File: src/rtl/fft_peak_detect.sv
// Spectrum peak/energy monitor for a 32-point streaming FFT.
// Captures one frame per res_ready rising edge and reports the strongest bin and the total |X|^2.
module fft_peak_detect #(
  parameter int N    = 32,
  parameter int LOGN = 5,
  parameter int W    = 16
) (
  input  logic                  clk,
  input  logic                  reset,
  input  logic                  res_ready,
  input  logic signed [W-1:0]   data_o_r,
  input  logic signed [W-1:0]   data_o_i,
  output logic                  busy,
  output logic                  done,
  output logic [LOGN-1:0]       peak_idx,
  output logic [2*W-1:0]        peak_mag,
  output logic [2*W+LOGN-1:0]   energy,
  output logic                  overrun
);

  typedef enum logic [1:0] {
    ST_IDLE    = 2'd0,
    ST_CAPTURE = 2'd1,
    ST_DRAIN   = 2'd2
  } state_t;

  localparam logic [LOGN-1:0] LAST = LOGN'(N - 1);

  state_t                    r_state;
  state_t                    w_next;
  logic                      r_rr;
  logic [LOGN-1:0]           r_cnt;
  logic                      r_busy;
  logic                      r_done;
  logic                      r_overrun;
  logic [LOGN-1:0]           r_peak_idx;
  logic [2*W-1:0]            r_peak_mag;
  logic [2*W+LOGN-1:0]       r_energy;

  logic                      r_v1, r_first1, r_last1;
  logic [LOGN-1:0]           r_idx1;
  logic signed [W-1:0]       r_re1, r_im1;
  logic                      r_v2, r_first2, r_last2;
  logic [LOGN-1:0]           r_idx2;
  logic signed [2*W-1:0]     r_pre2, r_pim2;
  logic                      r_last3;
  logic [2*W+LOGN-1:0]       r_acc;
  logic [2*W-1:0]            r_max;
  logic [LOGN-1:0]           r_maxidx;

  logic                      w_start;
  logic                      w_fin;
  logic signed [2*W-1:0]     w_re_x, w_im_x;
  logic [2*W-1:0]            w_mag;

  assign w_start = res_ready & ~r_rr;
  assign w_fin   = (r_state == ST_DRAIN) & r_last3;
  assign w_re_x  = {{W{r_re1[W-1]}}, r_re1};
  assign w_im_x  = {{W{r_im1[W-1]}}, r_im1};
  // Both squares are at most 2^(2W-2), so their unsigned sum fits 2W bits exactly.
  assign w_mag   = $unsigned(r_pre2) + $unsigned(r_pim2);

  assign busy     = r_busy;
  assign done     = r_done;
  assign overrun  = r_overrun;
  assign peak_idx = r_peak_idx;
  assign peak_mag = r_peak_mag;
  assign energy   = r_energy;

  // State register, edge detector and bin counter.
  always_ff @(posedge clk or negedge reset) begin
    if (!reset) begin
      r_state <= ST_IDLE;
      r_rr    <= 1'b0;
      r_cnt   <= '0;
    end else begin
      r_state <= w_next;
      r_rr    <= res_ready;
      if (r_state == ST_CAPTURE) begin
        r_cnt <= r_cnt + LOGN'(1);
      end else begin
        r_cnt <= '0;
      end
    end
  end

  // Next-state logic.
  always_comb begin
    w_next = r_state;
    case (r_state)
      ST_IDLE: begin
        if (w_start) w_next = ST_CAPTURE;
        else         w_next = ST_IDLE;
      end
      ST_CAPTURE: begin
        if (r_cnt == LAST) w_next = ST_DRAIN;
        else               w_next = ST_CAPTURE;
      end
      ST_DRAIN: begin
        if (r_last3) w_next = ST_IDLE;
        else         w_next = ST_DRAIN;
      end
      default: w_next = ST_IDLE;
    endcase
  end

  // Three-stage magnitude pipeline: sample, square, accumulate/compare.
  always_ff @(posedge clk or negedge reset) begin
    if (!reset) begin
      r_v1 <= 1'b0; r_first1 <= 1'b0; r_last1 <= 1'b0; r_idx1 <= '0;
      r_re1 <= '0;  r_im1 <= '0;
      r_v2 <= 1'b0; r_first2 <= 1'b0; r_last2 <= 1'b0; r_idx2 <= '0;
      r_pre2 <= '0; r_pim2 <= '0;
      r_last3 <= 1'b0; r_acc <= '0; r_max <= '0; r_maxidx <= '0;
    end else begin
      r_v1     <= (r_state == ST_CAPTURE);
      r_first1 <= (r_cnt == '0);
      r_last1  <= (r_cnt == LAST);
      r_idx1   <= r_cnt;
      r_re1    <= data_o_r;
      r_im1    <= data_o_i;
      r_v2     <= r_v1;
      r_first2 <= r_first1;
      r_last2  <= r_last1;
      r_idx2   <= r_idx1;
      r_pre2   <= w_re_x * w_re_x;
      r_pim2   <= w_im_x * w_im_x;
      r_last3  <= r_v2 & r_last2;
      if (r_v2 && r_first2) begin
        r_acc    <= {{LOGN{1'b0}}, w_mag};
        r_max    <= w_mag;
        r_maxidx <= r_idx2;
      end else if (r_v2) begin
        r_acc <= r_acc + {{LOGN{1'b0}}, w_mag};
        // Strict compare keeps the lowest index on ties.
        if (w_mag > r_max) begin
          r_max    <= w_mag;
          r_maxidx <= r_idx2;
        end else begin
          r_max    <= r_max;
          r_maxidx <= r_maxidx;
        end
      end else begin
        r_acc    <= r_acc;
        r_max    <= r_max;
        r_maxidx <= r_maxidx;
      end
    end
  end

  // Registered status and result outputs.
  always_ff @(posedge clk or negedge reset) begin
    if (!reset) begin
      r_busy     <= 1'b0;
      r_done     <= 1'b0;
      r_overrun  <= 1'b0;
      r_peak_idx <= '0;
      r_peak_mag <= '0;
      r_energy   <= '0;
    end else begin
      r_overrun <= w_start & (r_state != ST_IDLE);
      r_done    <= w_fin;
      if (w_fin) begin
        r_busy     <= 1'b0;
        r_peak_idx <= r_maxidx;
        r_peak_mag <= r_max;
        r_energy   <= r_acc;
      end else if (w_start && (r_state == ST_IDLE)) begin
        r_busy <= 1'b1;
      end else begin
        r_busy <= r_busy;
      end
    end
  end

endmodule

File: config.mk
export PLATFORM = sky130hd
export DESIGN_NAME = fft_peak_detect
export DESIGN_NICKNAME = d
export VERILOG_FILES = /design/src/rtl/fft_peak_detect.sv
export SDC_FILE = /design/constraint.sdc
export NUM_CORES = 2
export LEC_CHECK = 0
export BUFFER_PORTS_ARGS = -buffer_cell sky130_fd_sc_hd__buf_2
export CORE_UTILIZATION = 29
export DETAILED_ROUTE_END_ITERATION = 10
export PLACE_DENSITY = 0.44
export SYNTH_ARGS = -nofsm -noshare
export SYNTH_HDL_FRONTEND = slang
export SYNTH_SLANG_ARGS = --single-unit
File: constraint.sdc
create_clock -name clk -period 10.6 [get_ports clk]
set_input_delay 2.12 -clock clk [delete_from_list [all_inputs] [get_ports clk]]
set_output_delay 2.12 -clock clk [all_outputs]
set_load 0.02 [all_outputs]
# Word level (Yosys, flattened, before mapping)
# Index checks and enable logic that the tools add are counted.
[word_totals]
output_inout_bits = 77
regBits = 272
wordCells = 63
[classes]
order_cmp = 1
n_mux = 15
reduce_logical = 9
n_addsub = 3
bitwise = 5
eq_ne = 3
multipliers = 2
[op_table]
columns = ["op", "count"]
rows = [
  ["$mux 32", 3],
  ["$mux 37", 2],
  ["$mul 16x16->32", 2],
  ["$add 37x32->37", 1],
  ["$add 32x32->32", 1],
  ["$gt 32x32->1", 1],
  ["$mux 5", 4],
  ["$reduce_bool 2->1", 4],
  ["$pmux 2 s3", 1],
  ["$add 5x1->5 const B", 1],
  ["$eq 5x5->1 const B", 1],
  ["$logic_not 5->1", 1],
  ["$and 1x1->1", 4],
  ["$mux 2", 2],
  ["$mux 1", 3],
  ["$eq 2x1->1 const B", 1],
  ["$eq 2x2->1 const B", 1],
  ["$logic_and 1x1->1", 2],
  ["$logic_not 2->1", 1],
  ["$reduce_and 2->1", 1],
  ["$not 1->1", 1],
]

# Longest topological paths before layout
[logic_depth]
word_depth = 5
depth_mapped = 25
depth_no_buf = 24

# Least setup slack after synthesis
# No wires, ideal clock.
[synth_timing]
path_type = "flip-flop to flip-flop"
start = "register r_re1[15]"
end = "register r_pre2[31]"
stages_incl_launch_ff = 23
setup_slack_ps = 4417
arrival_ps = 6058
synth_period_minus_slack_ps = 6183
required_ps = 10475
path_buffers = 2
setup_ps = 125
cell_sequence = "dfrtp_1 > clkbuf_1 > inv_1 > clkbuf_1 > nor2_1 > fa_1 > inv_1 > fa_1 > fa_1 > fa_1 > fa_1 > fa_1 > inv_1 > ha_1 > a21oi_1 > o21ai_0 > a22o_1 > a31oi_1 > a21oi_1 > a31o_2 > a31oi_1 > o21bai_1 > xnor2_1"
[synth_via]
elab_chain_len = 1
[synth_lines]
columns = ["element", "line_no", "source"]
rows = [
  ["start: declaration", "42", "logic signed [W-1:0] r_re1, r_im1;"],
  ["start signal: assignment", "120", "r_re1 <= data_o_r;"],
  ["$mul 16x16->32", "126", "r_pre2 <= w_re_x * w_re_x;"],
  ["end signal: assignment", "126", ""],
  ["end: declaration", "45", "logic signed [2*W-1:0] r_pre2, r_pim2;"],
]
# Every way passes these cells.
# A chain may end at the register's enable or synchronous reset.

# Worst setup path in the final report
[layout_timing]
start = "register r_im1[15]"
end = "register r_pim2[31]"
[layout_via]
elab_chain_len = 1
[layout_lines]
columns = ["element", "line_no", "source"]
rows = [
  ["start: declaration", "42", ""],
  ["start signal: assignment", "121", "r_im1 <= data_o_i;"],
  ["$mul 16x16->32", "127", "r_pim2 <= w_im_x * w_im_x;"],
  ["end signal: assignment", "127", ""],
  ["end: declaration", "45", ""],
]
# Every way passes these cells.

==> impl_metrics.ini <==
[outcome]
outcome = completed

[synthesis]
synthesis.nets = 3945
syn_area_per_cell_um2 = 9.628
synth_compound_area_share_pct = 9.633
synth-simple-area-share_pct = 10.66
syn_area_mm2 = 0.03044
synthFlopType = dfrtp_1
async_flop_share_pct = 100.0
synth-xor-area-share_pct = 4.143
synth_edf_count = 0
ys_warn_count = 0
synth.mux.area_fraction_pct = 1.377
synth_cell_types = 79
ys_seq_area_share_pct = 22.19
syn-instance-count = 3162
synth_adder_area_share_pct = 42.36
synth_top_family_by_area = adder cells
ys_ff_latch = 270

[place]
dp_cells = 4589
place_area_mm2 = 0.03256
place.gp.congestion = 0.8151
dp_hpwl_um = 61600
io_buffers = 111

[global_route]
first_global_vias = 22840
grt_max_degree = 89
top_usage_layer = met2
grt_overflow = 0
grt_use_met2_pct = 26.76
grt_pass1_wl_um = 125500
grt_usage_pct = 15.00
use_met1_pct = 19.42
grt_util_met3_pct = 1.723
antenna_found_initial = 3

[timing]
finalSetupTns_ns = 0
slew_headroom_pct = 32.26
worstMarginPinSlew_ns = 1.013
setup_viol = 0
fin_worst_skew_ns = 0.03314
finalCriticalPeriod_ns = 7.256
final_hold_viol_count = 0
fmax_ghz = 0.1378
rsz0062_at_grt = false
drv_slew = 0
fin_crit_sh_pct = 68.46

[cts]
clkSlewWorstSetupHoldPaths_ns = 0.06
cts.htree.levels = 2
cts_tree = done
cts_setup_buffers = 0
cts_root_buffer = clkbuf_16
cts_resized = 0
cts_buffers = 38
postCtsHoldBufs = 0
insertion_delay_ns = 0.58
clock-sinks = 270
cts.path.max_buffers = 3

[route]
wl_um = 76430
detail-route-antenna-nets = 0
vias = 20840
routedWlPerCell_um = 16.41
drt_iter0_markers = 763
drc_errors = 0
viasPerCell = 4.473
dr.pass1.iters = 5

[worst_setup_path]
cp.arrival_ns = 7.71
path_buf_inv = 3
crit_top_cell = fa_1
slowest_stage = fa_1
worstSetupPathType = reg2reg
slowest_delay_ns = 0.91
r2r_cells = 18
critPathLaunch = r_im1[15]$_DFF_PN0_
reg2reg_from = r_im1[15]$_DFF_PN0_
end_kind = register
r2r_slack_ns = 3.34
crit_chain = clkinv_1, nor2_1, fa_1, fa_1, fa_1, fa_1, fa_1, inv_1, fa_1, inv_1, ha_1, a21oi_1, o21ai_0, a21oi_1, a21boi_0, nor4b_1, a311oi_1, xnor2_1
critical_path.top_delay_family = adder cells
startpoint_type = register
r2r-end = r_pim2[31]$_DFF_PN0_
critical_path.max_fanout = 17
critPathRequiredTime_ns = 11.05

[min_path]
worstHoldEndpoint = r_idx2[0]$_DFF_PN0_
hold_depth = 0
hp-start = r_idx1[0]$_DFF_PN0_
holdCritPathClass = reg2reg

[die]
fp-row-count = 118
die_w_um = 326.0
start_util_pct = 29.33
coreArea_mm2 = 0.1038
die_h_um = 326.0
ios = 112
die_area_mm2 = 0.1063

[layout]
regArea_mm2 = 0.006758
multi_input_area_mm2 = 0.02076
post-route-util_pct = 32.64
fin_nets = 4032
fillers = 10910
area_growth_pct = 11.26
final_cells = 4659
final_cell_area_mm2 = 0.03387
antennaDiodeCount = 0
drive_gt1_share_pct = 7.746

[flow_run]
maxCapViolations = 0
-- routing by layer --
metal	routed length (µm)	up-vias
met4	1349	0
met1	34210	10500
li1	-	10060
met3	1942	65
met2	38930	218
met5	0	-
-- worst reg2reg max path: cells and delay by family (launching register included) --
kind	cells	cell delay, ns
xor gates and xnor gates	1	0.12
adders and majority gates	7	3.87
DFF	1	0.66
and+or+nand+nor	2	0.50
buffers and inverters	3	0.72
AOI/OAI and AO/OA	5	1.27
-- worst max-delay path by stage --
| stage | slack (ns) | cells past startpoint | endpoint |
|---|---|---|---|
| after detailed placement | 3.34 | 18 | r_pim2[31]$_DFF_PN0_ |
| after CTS | 3.30 | 18 | r_pim2[31]$_DFF_PN0_ |
| after global routing | 2.76 | 19 | r_pim2[31]$_DFF_PN0_ |
| after global placement | 3.52 | 18 | r_pim2[31]$_DFF_PN0_ |
| final | 3.34 | 18 | r_pim2[31]$_DFF_PN0_ |
| after floorplan | 4.42 | 22 | r_pre2[31]$_DFF_PN0_ |
-- cell usage in the layout (no fill, tap or decap), types with 9 or more instances in the layout --
master     count
mux2_2        31
a31oi_1       16
nor2_1       169
nand2b_1      20
o21ai_0       96
nand4_1       23
and3_1        12
o21bai_1      17
a211oi_1       9
nand3_1       20
buf_2        110
nand2_1      362
buf_4         16
o21a_1        14
xor2_1        42
a31o_2         9
and2_1        67
ha_1         277
o211ai_1      14
nor3_1        19
nor2b_1       12
dfrtp_1      269
clkbuf_16     39
xnor2_1      102
inv_1        697
a21o_1        69
fa_1         471
a21oi_1      135
-- state kept, by name, indices dropped and copies added (netlist names), 2 cells and up --
name and count:
r_im1 16, r_re1 16, r_acc 37, r_pre2 31, peak_idx 5, energy 37, peak_mag 32, r_maxidx 5
r_pim2 31, r_idx2 5, r_state 2, r_cnt 5, r_idx1 5, r_max 32
-- through the flow --
step                hold WS (ns)  setup WS (ns)
floorplan                 0.3312          4.417
global placement          0.3336          3.523
detailed placement        0.3347          3.344
CTS                       0.3448          3.304
global route              0.3554          2.755
finish                    0.3436          3.344
-- cells by family after synthesis --
kind of cell | count (synthesis)
buf+inv | 780
fa+ha+maj | 748
simple gates | 734
compound gates | 448
flops | 270
xor+xnor | 144
mux | 38
-- layout make-up --
type,count,share of cell area [%]
tap,1380,5.097
sequential,270,19.95
inverter,700,7.757
clock buffer,49,3.199
multi-input combinational,2112,61.30
timing repair buffer,127,2.024
clock inverter,21,0.6723
-- cell usage after synthesis, types with 16 or more instances --
cell type | instances | area [µm²]
fa_1 | 471 | 9429
dfrtp_1 | 270 | 6756
a21oi_1 | 135 | 675.7
inv_1 | 697 | 2616
o21ai_0 | 96 | 480.5
xnor2_1 | 102 | 893.4
xor2_1 | 42 | 367.9
nand3_1 | 20 | 100.1
nand4_1 | 23 | 143.9
nand2b_1 | 20 | 125.1
o21bai_1 | 17 | 127.6
a21o_1 | 69 | 518.0
ha_1 | 277 | 3466
nand2_1 | 362 | 1359
mux2_2 | 31 | 349.1
nor2_1 | 169 | 634.4
and2_1 | 67 | 419.2
nor3_1 | 19 | 95.09
clkbuf_1 | 70 | 262.8
a31oi_1 | 16 | 100.1
Power is not shown: default switching activity piles up to over one toggle a cycle in this logic, so the estimate is an artifact.
